[src/rtl/mat_mul_seq.sv]
// mat_mul_seq: streams A and B into a mat_mul datapath, launches it,
// waits for done under a timeout guard and streams C back out.
module mat_mul_seq #(
  parameter int width   = 32,
  parameter int n       = 3,
  parameter int TIMEOUT = 1024
) (
  input  logic                 clk,
  input  logic                 rst,
  input  logic                 in_valid,
  output logic                 in_ready,
  input  logic [width-1:0]     in_data,
  output logic                 out_valid,
  input  logic                 out_ready,
  output logic [width-1:0]     out_data,
  output logic                 out_last,
  output logic                 mm_start,
  output logic [n*n*width-1:0] mm_a,
  output logic [n*n*width-1:0] mm_b,
  input  logic [n*n*width-1:0] mm_c,
  input  logic                 mm_done,
  output logic                 busy,
  output logic                 timeout_err,
  input  logic                 clr_err
);

  localparam int NN = n * n;
  localparam int IW = $clog2(2 * NN);
  localparam int KW = (NN > 1) ? $clog2(NN) : 1;
  localparam int WW = $clog2(TIMEOUT + 1);

  typedef enum logic [2:0] {
    IDLE, LOAD, START, WAIT, UNLOAD
  } state_t;

  state_t              state;
  logic [IW-1:0]       idx;
  logic [KW-1:0]       k;
  logic [KW-1:0]       kn;
  logic [WW-1:0]       wcnt;
  logic [NN*width-1:0] res;
  logic                take;

  assign take = in_valid & in_ready;
  assign busy = (state != IDLE);
  assign kn   = k + 1'b1;

  always_ff @(posedge clk or posedge rst) begin
    if (rst) begin
      state       <= IDLE;
      idx         <= '0;
      k           <= '0;
      wcnt        <= '0;
      res         <= '0;
      in_ready    <= 1'b0;
      out_valid   <= 1'b0;
      out_data    <= '0;
      out_last    <= 1'b0;
      mm_start    <= 1'b0;
      mm_a        <= '0;
      mm_b        <= '0;
      timeout_err <= 1'b0;
    end else begin
      if (clr_err) timeout_err <= 1'b0;
      mm_start <= 1'b0;
      unique case (state)
        IDLE, LOAD: begin
          in_ready <= 1'b1;
          if (take) begin
            if (idx < IW'(NN))
              mm_a[int'(idx)*width +: width] <= in_data;
            else
              mm_b[int'(idx - IW'(NN))*width +: width] <= in_data;
            if (idx == IW'(2 * NN - 1)) begin
              idx      <= '0;
              in_ready <= 1'b0;
              mm_start <= 1'b1;
              state    <= START;
            end else begin
              idx   <= idx + 1'b1;
              state <= LOAD;
            end
          end
        end
        START: begin
          wcnt  <= '0;
          state <= WAIT;
        end
        WAIT: begin
          // done seen in the first two wait cycles may be left over
          if (wcnt >= WW'(2) && mm_done) begin
            res       <= mm_c;
            out_valid <= 1'b1;
            out_data  <= mm_c[width-1:0];
            out_last  <= (NN == 1);
            k         <= '0;
            state     <= UNLOAD;
          end else if (wcnt == WW'(TIMEOUT - 1)) begin
            timeout_err <= 1'b1;
            in_ready    <= 1'b1;
            state       <= IDLE;
          end else begin
            wcnt <= wcnt + 1'b1;
          end
        end
        UNLOAD: begin
          if (out_ready) begin
            if (out_last) begin
              out_valid <= 1'b0;
              out_last  <= 1'b0;
              in_ready  <= 1'b1;
              state     <= IDLE;
            end else begin
              k        <= kn;
              out_data <= res[int'(kn)*width +: width];
              out_last <= (kn == KW'(NN - 1));
            end
          end
        end
        default: state <= IDLE;
      endcase
    end
  end

endmodule

[config.mk]
export PLATFORM = sky130hd
export DESIGN_NAME = mat_mul_seq
export DESIGN_NICKNAME = d
export VERILOG_FILES = /design/src/rtl/mat_mul_seq.sv
export SDC_FILE = /design/constraint.sdc
export NUM_CORES = 2
export LEC_CHECK = 0
export ABC_AREA = 1
export BUFFER_PORTS_ARGS = -buffer_cell sky130_fd_sc_hd__buf_2
export CORE_AREA = 2 2 368 370
export CTS_CLUSTER_DIAMETER = 30
export DETAILED_ROUTE_END_ITERATION = 16
export DIE_AREA = 0 0 370 372
export PLACE_DENSITY = 0.53
export RECOVER_POWER = 25
export SLEW_MARGIN = 15
export SYNTH_ARGS = -nofsm -noshare
export SYNTH_HDL_FRONTEND = slang
export SYNTH_SLANG_ARGS = --single-unit
export TNS_END_PERCENT = 100
[constraint.sdc]
create_clock -name clk -period 40.1 [get_ports clk]
set_input_delay 8.02 -clock clk [delete_from_list [all_inputs] [get_ports clk]]
set_output_delay 8.02 -clock clk [all_outputs]
set_load 0.01 [all_outputs]
Yosys cells after proc, flatten, opt, wreduce, memory -nomap -nowiden. Index checks and enable logic that the tools add are counted.

Add/subtract/negate cells: 6. Order comparisons: 2. Equal/unequal tests: 16. Shift operators: 5. Muxes and demuxes: 43. Bitwise logic cells: 2. Reduce and logical (&&, ||, !) cells: 17.

Operator list (count): $bwmux 288 (2); $shift 32x33->288 const A (2); $shiftx 32x33->288 (2); $shiftx 288x10->32 (1); $mux 32 (3); $pmux 32 s2 (1); $neg 10->33 (1); $neg 11->33 (1); $mux 11 (2); $pmux 11 s2 (1); $mux 1 (19); $ne 2x2->1 const B (8); $mux 3 (5); $mux 4 (3); $pmux 3 s4 (1); $reduce_and 3->1 (4); $reduce_and 4->1 (3); $add 11x1->11 const B (1); $eq 11x10->1 const B (1); $ge 11x2->1 const B (1); $pmux 4 s2 (1); $eq 3x2->1 const B (2); $reduce_bool 3->1 (2); $sub 5x4->6 const B (1); 20 further kinds (23).

Bits in registers: 924. Input bits: 326. Word-level logic and storage cells: 104.

Logic depth before layout (Yosys ltp).
Word-level depth: 5. Mapped depth: 23. Depth with buffers taken out: 20.

Worst setup path after synthesis. No wires, ideal clock.

Kind: input port to flip-flop. From: in in_valid. To: reg mm_a[197]. Arrival: 9308 ps. Setup slack: 30674 ps. Cell stages on the path: 9. Buffers on the path: 2. Path through: nand2_1 -> nor2_4 -> nand3_2 -> nor3_2 -> buf_2 -> nand2_2 -> buf_2 -> nor2_1 -> nor2_1.

Cells in the longest elaborated chain, start to end: 2.

RTL lines: start: declaration (RTL line 10) `input logic in_valid,`; $and 1x1->1 (RTL line 44) `assign take = in_valid & in_ready;`; $reduce_and 3->1 (no source line); end signal: indexed assignment (RTL line 71) `mm_a[int'(idx)*width +: width] <= in_data;`; end: declaration (RTL line 18) `output logic [n*n*width-1:0] mm_a,`.

No other way between the ends. A chain may end at the register's enable or synchronous reset.

Worst setup path after layout.
From: in mm_done. To: reg res[28].

Cells in the longest elaborated chain, start to end: 2.

RTL lines: start: declaration (RTL line 21) `input logic mm_done,`; $logic_and 1x1->1 (RTL line 91) `if (wcnt >= WW'(2) && mm_done) begin`; $reduce_and 2->1 (no source line); end signal: assignment (RTL line 92) `res <= mm_c;`; end: declaration (RTL line 41) `logic [NN*width-1:0] res;`.

No other way between the ends.

==> results by group <==
Status
  • Run status: finished with violations
  • Failing checks: capacitance limit, slew limit

Die
  • Cell row count: 135
  • DIE AREA: 138000 µm²
  • Die W: 370 µm
  • Die Y: 372 µm
  • Placeable core area: 134000 µm²
  • Starting density of the core: 30.6%
  • Io pins: 940

Setup path
  • Cell family contributing the most delay on the critical path: buffers and inverters
  • CP endpoint kind: register
  • Crit Path Category: input pin to register
  • CP arrival: 16.91 ns
  • CP Cell Sequence: clkbuf_1, nand3_1, clkbuf_1, clkbuf_1, o21ai_0
  • Critical-path maximum fanout: 134
  • Most used cell, CP: clkbuf_1
  • WP data required: 40.56 ns
  • Crit path launch type: input pin
  • Slowest cell on the critical path: clkbuf_1
  • CP Buf/Inv Count: 3
  • Crit-path max cell delay: 4.09 ns

Global route
  • All-layer global routing usage: 26.4%
  • Pin count of the biggest net entering global routing: 251
  • Vias in the first global route: 38600
  • Initial antenna violation count: 57
  • First-pass GRT wire length: 268000 µm
  • GR Overflow Total: 0

Run
  • Max Cap Viol: 16

Clock tree
  • Cts hold-fix bufs: 0
  • Root Driver: clkbuf_16
  • Clock transition at path regs: 0.04 ns
  • Later-pin clock latency in the skew report: 0.87 ns
  • CTS resizes: 0
  • Num CTS Buffers: 228
  • TritonCTS clock tree: done
  • H-tree depth: 4
  • Clk buf depth: 3
  • Clock sinks: 924
  • # Post-CTS Setup Buffers: 0

Synth
  • Post-Synthesis Cells: 5064
  • Mux contribution to synthesized area: 0%
  • Largest family of logic cells by synthesized area: simple AND/OR/NAND/NOR gates
  • Mapped Area: 41100 µm²
  • Adder-cell area share of the yosys netlist: 0.457%
  • Unique masters post-synth: 33
  • Sequential share of the synthesized area: 56.3%
  • Synth Net Count: 5405
  • Yosys Warn Count: 0
  • Post-synthesis compound-gate area fraction: 7.84%
  • Post-Synth XOR/XNOR Area: 0.213%
  • Syn_area_per_cell: 8.12 µm²
  • Simple-gate share of the synthesized area: 29.6%
  • Flops & latches, synth: 924

Timing
  • Fin crit share: 41.0%
  • Max Clk Rate: 60.8 MHz
  • Hold WS: 0.463 ns
  • Total negative setup slack: 0 ns
  • Final Hold Fails: 0
  • Max-slew violation count: 1150
  • Rel. slew slack: -297%
  • # setup viols final: 0
  • Setup ws final: 23.65 ns
  • Clock skew: 0.0828 ns
  • Final period demand of the worst path: 16.45 ns
  • RSZ-0062 raised after global routing: false
  • Worst Max-Slew Pin Slew: 5.96 ns

Layout
  • Final nets: 6273
  • Share of layout cells above drive strength 1: 23.2%
  • Synth-to-Final Area Change: 34.9%

Placement
  • RD Place Congestion: 0.905
  • Worst slack, placed: 27.11 ns
  • Port-buffer cells: 939
  • Detail Placement HPWL: 130000 µm

Route
  • DRC: 0
  • DR WL/cell: 23.5 µm
  • Vias: 39600
  • Final WL: 187000 µm
  • Vias/cell: 5.00
  • DRT iter0 DRCs: 3581
  • Pre-Repair DR Iteration Count: 6
  • Antenna Nets Post-Route: 0

Power and ir drop
  • Worst VDD drop: 64.0 µV
  • P per Cell Area: 83.3 nW/µm²
  • P_leak: 29.5 nW

Hold path
  • Hold WC Path Type: register to register
-- power breakdown --
part	leakage (nW)	internal [mW]	switching [mW]	total (mW)
clock network	4.02	1.36	0.618	1.97
registers	12.3	1.19	0.151	1.34
logic	13.2	0.353	0.958	1.31
-- worst paths after layout --
path | end | start | slack (ns) | cells after the start
max | res[28] | mm_done | 23.65 | 5
min | mm_b[5] | mm_b[5] | 0.46 | 2
max reg2reg | res[28] | wcnt[0] | 30.03 | 8
min reg2reg | mm_b[5] | mm_b[5] | 0.46 | 2
max in group asynchronous | mm_b[219] | rst | 23.79 | 7
min in group asynchronous | res[179] | rst | 8.83 | 2
-- metal layers --
layer | track usage (%) | share of wire [%]
met5 | 0 | 0.23
met4 | 14.7 | 6.0
met3 | 8.78 | 8.9
met2 | 42.9 | 47
met1 | 30.7 | 38
-- flip-flops by register name, indices dropped and copies added (netlist names) --
name / cells
mm_start: 1
in_ready: 1
mm_b: 288
out_last: 1
out_data: 32
out_valid: 1
wcnt: 11
idx: 5
state: 3
timeout_err: 1
mm_a: 288
res: 288
k: 4
-- tightest hold or removal path: stages (launching register included) --
cell and delay, ns:
dfrtp_1 0.33, nand2_1 0.05, nand2_1 0.05
-- stage by stage --
| step | instance area (µm²) | utilization (%) | power, mW | instances |
|---|---|---|---|---|
| after detailed placement | 47100 | 35.1 | 2.65 | 7482 |
| after CTS | 55500 | 41.4 | 4.64 | 7914 |
| final | 55500 | 41.3 | 4.62 | 7934 |
| after global routing | 55400 | 41.3 | 4.85 | 7923 |
| after floorplan | 41100 | - | 2.12 | 5064 |
| after global placement | 47100 | 35.1 | 2.63 | 7482 |
-- layout make-up --
class / count / area [µm²]
fillers: 13900 / 78800
clock buffers: 294 / 6310
inverters: 216 / 818
multi-input cells: 3560 / 15800
well taps: 1781 / 2230
flip-flops and latches: 924 / 23100
diodes: 19 / 47.5
clock inverters: 138 / 2080
repair buffers: 1002 / 5090
-- placed cells by master, fill, tap and decap left out, types with 19 or more instances in the layout --
master	instances
clkinvlp_4	30
dfrtp_1	922
clkinv_2	40
bufinv_16	38
nand3_1	443
o21ai_0	386
nor4_1	41
inv_1	196
diode_2	19
clkbuf_8	36
buf_2	914
nand2_1	1799
nand4_1	84
clkbuf_16	228
o211ai_1	82
a21oi_1	84
buf_4	50
clkbuf_1	68
o21ai_1	46
nor3_1	96
nor2_1	419
-- kinds of logic after synthesis --
group | Yosys count
and+or+nand+nor | 2933
DFF | 924
AOI/OAI and AO/OA | 602
buffers and inverters | 580
adders and majority gates | 15
xor gates and xnor gates | 10
-- synth_stat cells, drive strengths merged --
cell / number / area [µm²]
a21oi: 84 / 420
a31oi: 2 / 12.5
buf: 130 / 642
clkbuf: 234 / 878
clkinv: 6 / 22.5
dfrtp: 924 / 23100
ha: 15 / 188
inv: 210 / 788
nand2: 1816 / 6830
nand3: 443 / 2220
nand3b: 16 / 120
nand4: 85 / 538
nor2: 430 / 1650
nor3: 99 / 517
nor3b: 1 / 7.51
nor4: 41 / 257
o211ai: 82 / 616
o21ai: 432 / 2160
o22ai: 2 / 12.5
or2: 2 / 12.5
xnor2: 2 / 17.5
xor2: 8 / 70.1
Power figures use the tool's default switching activity.
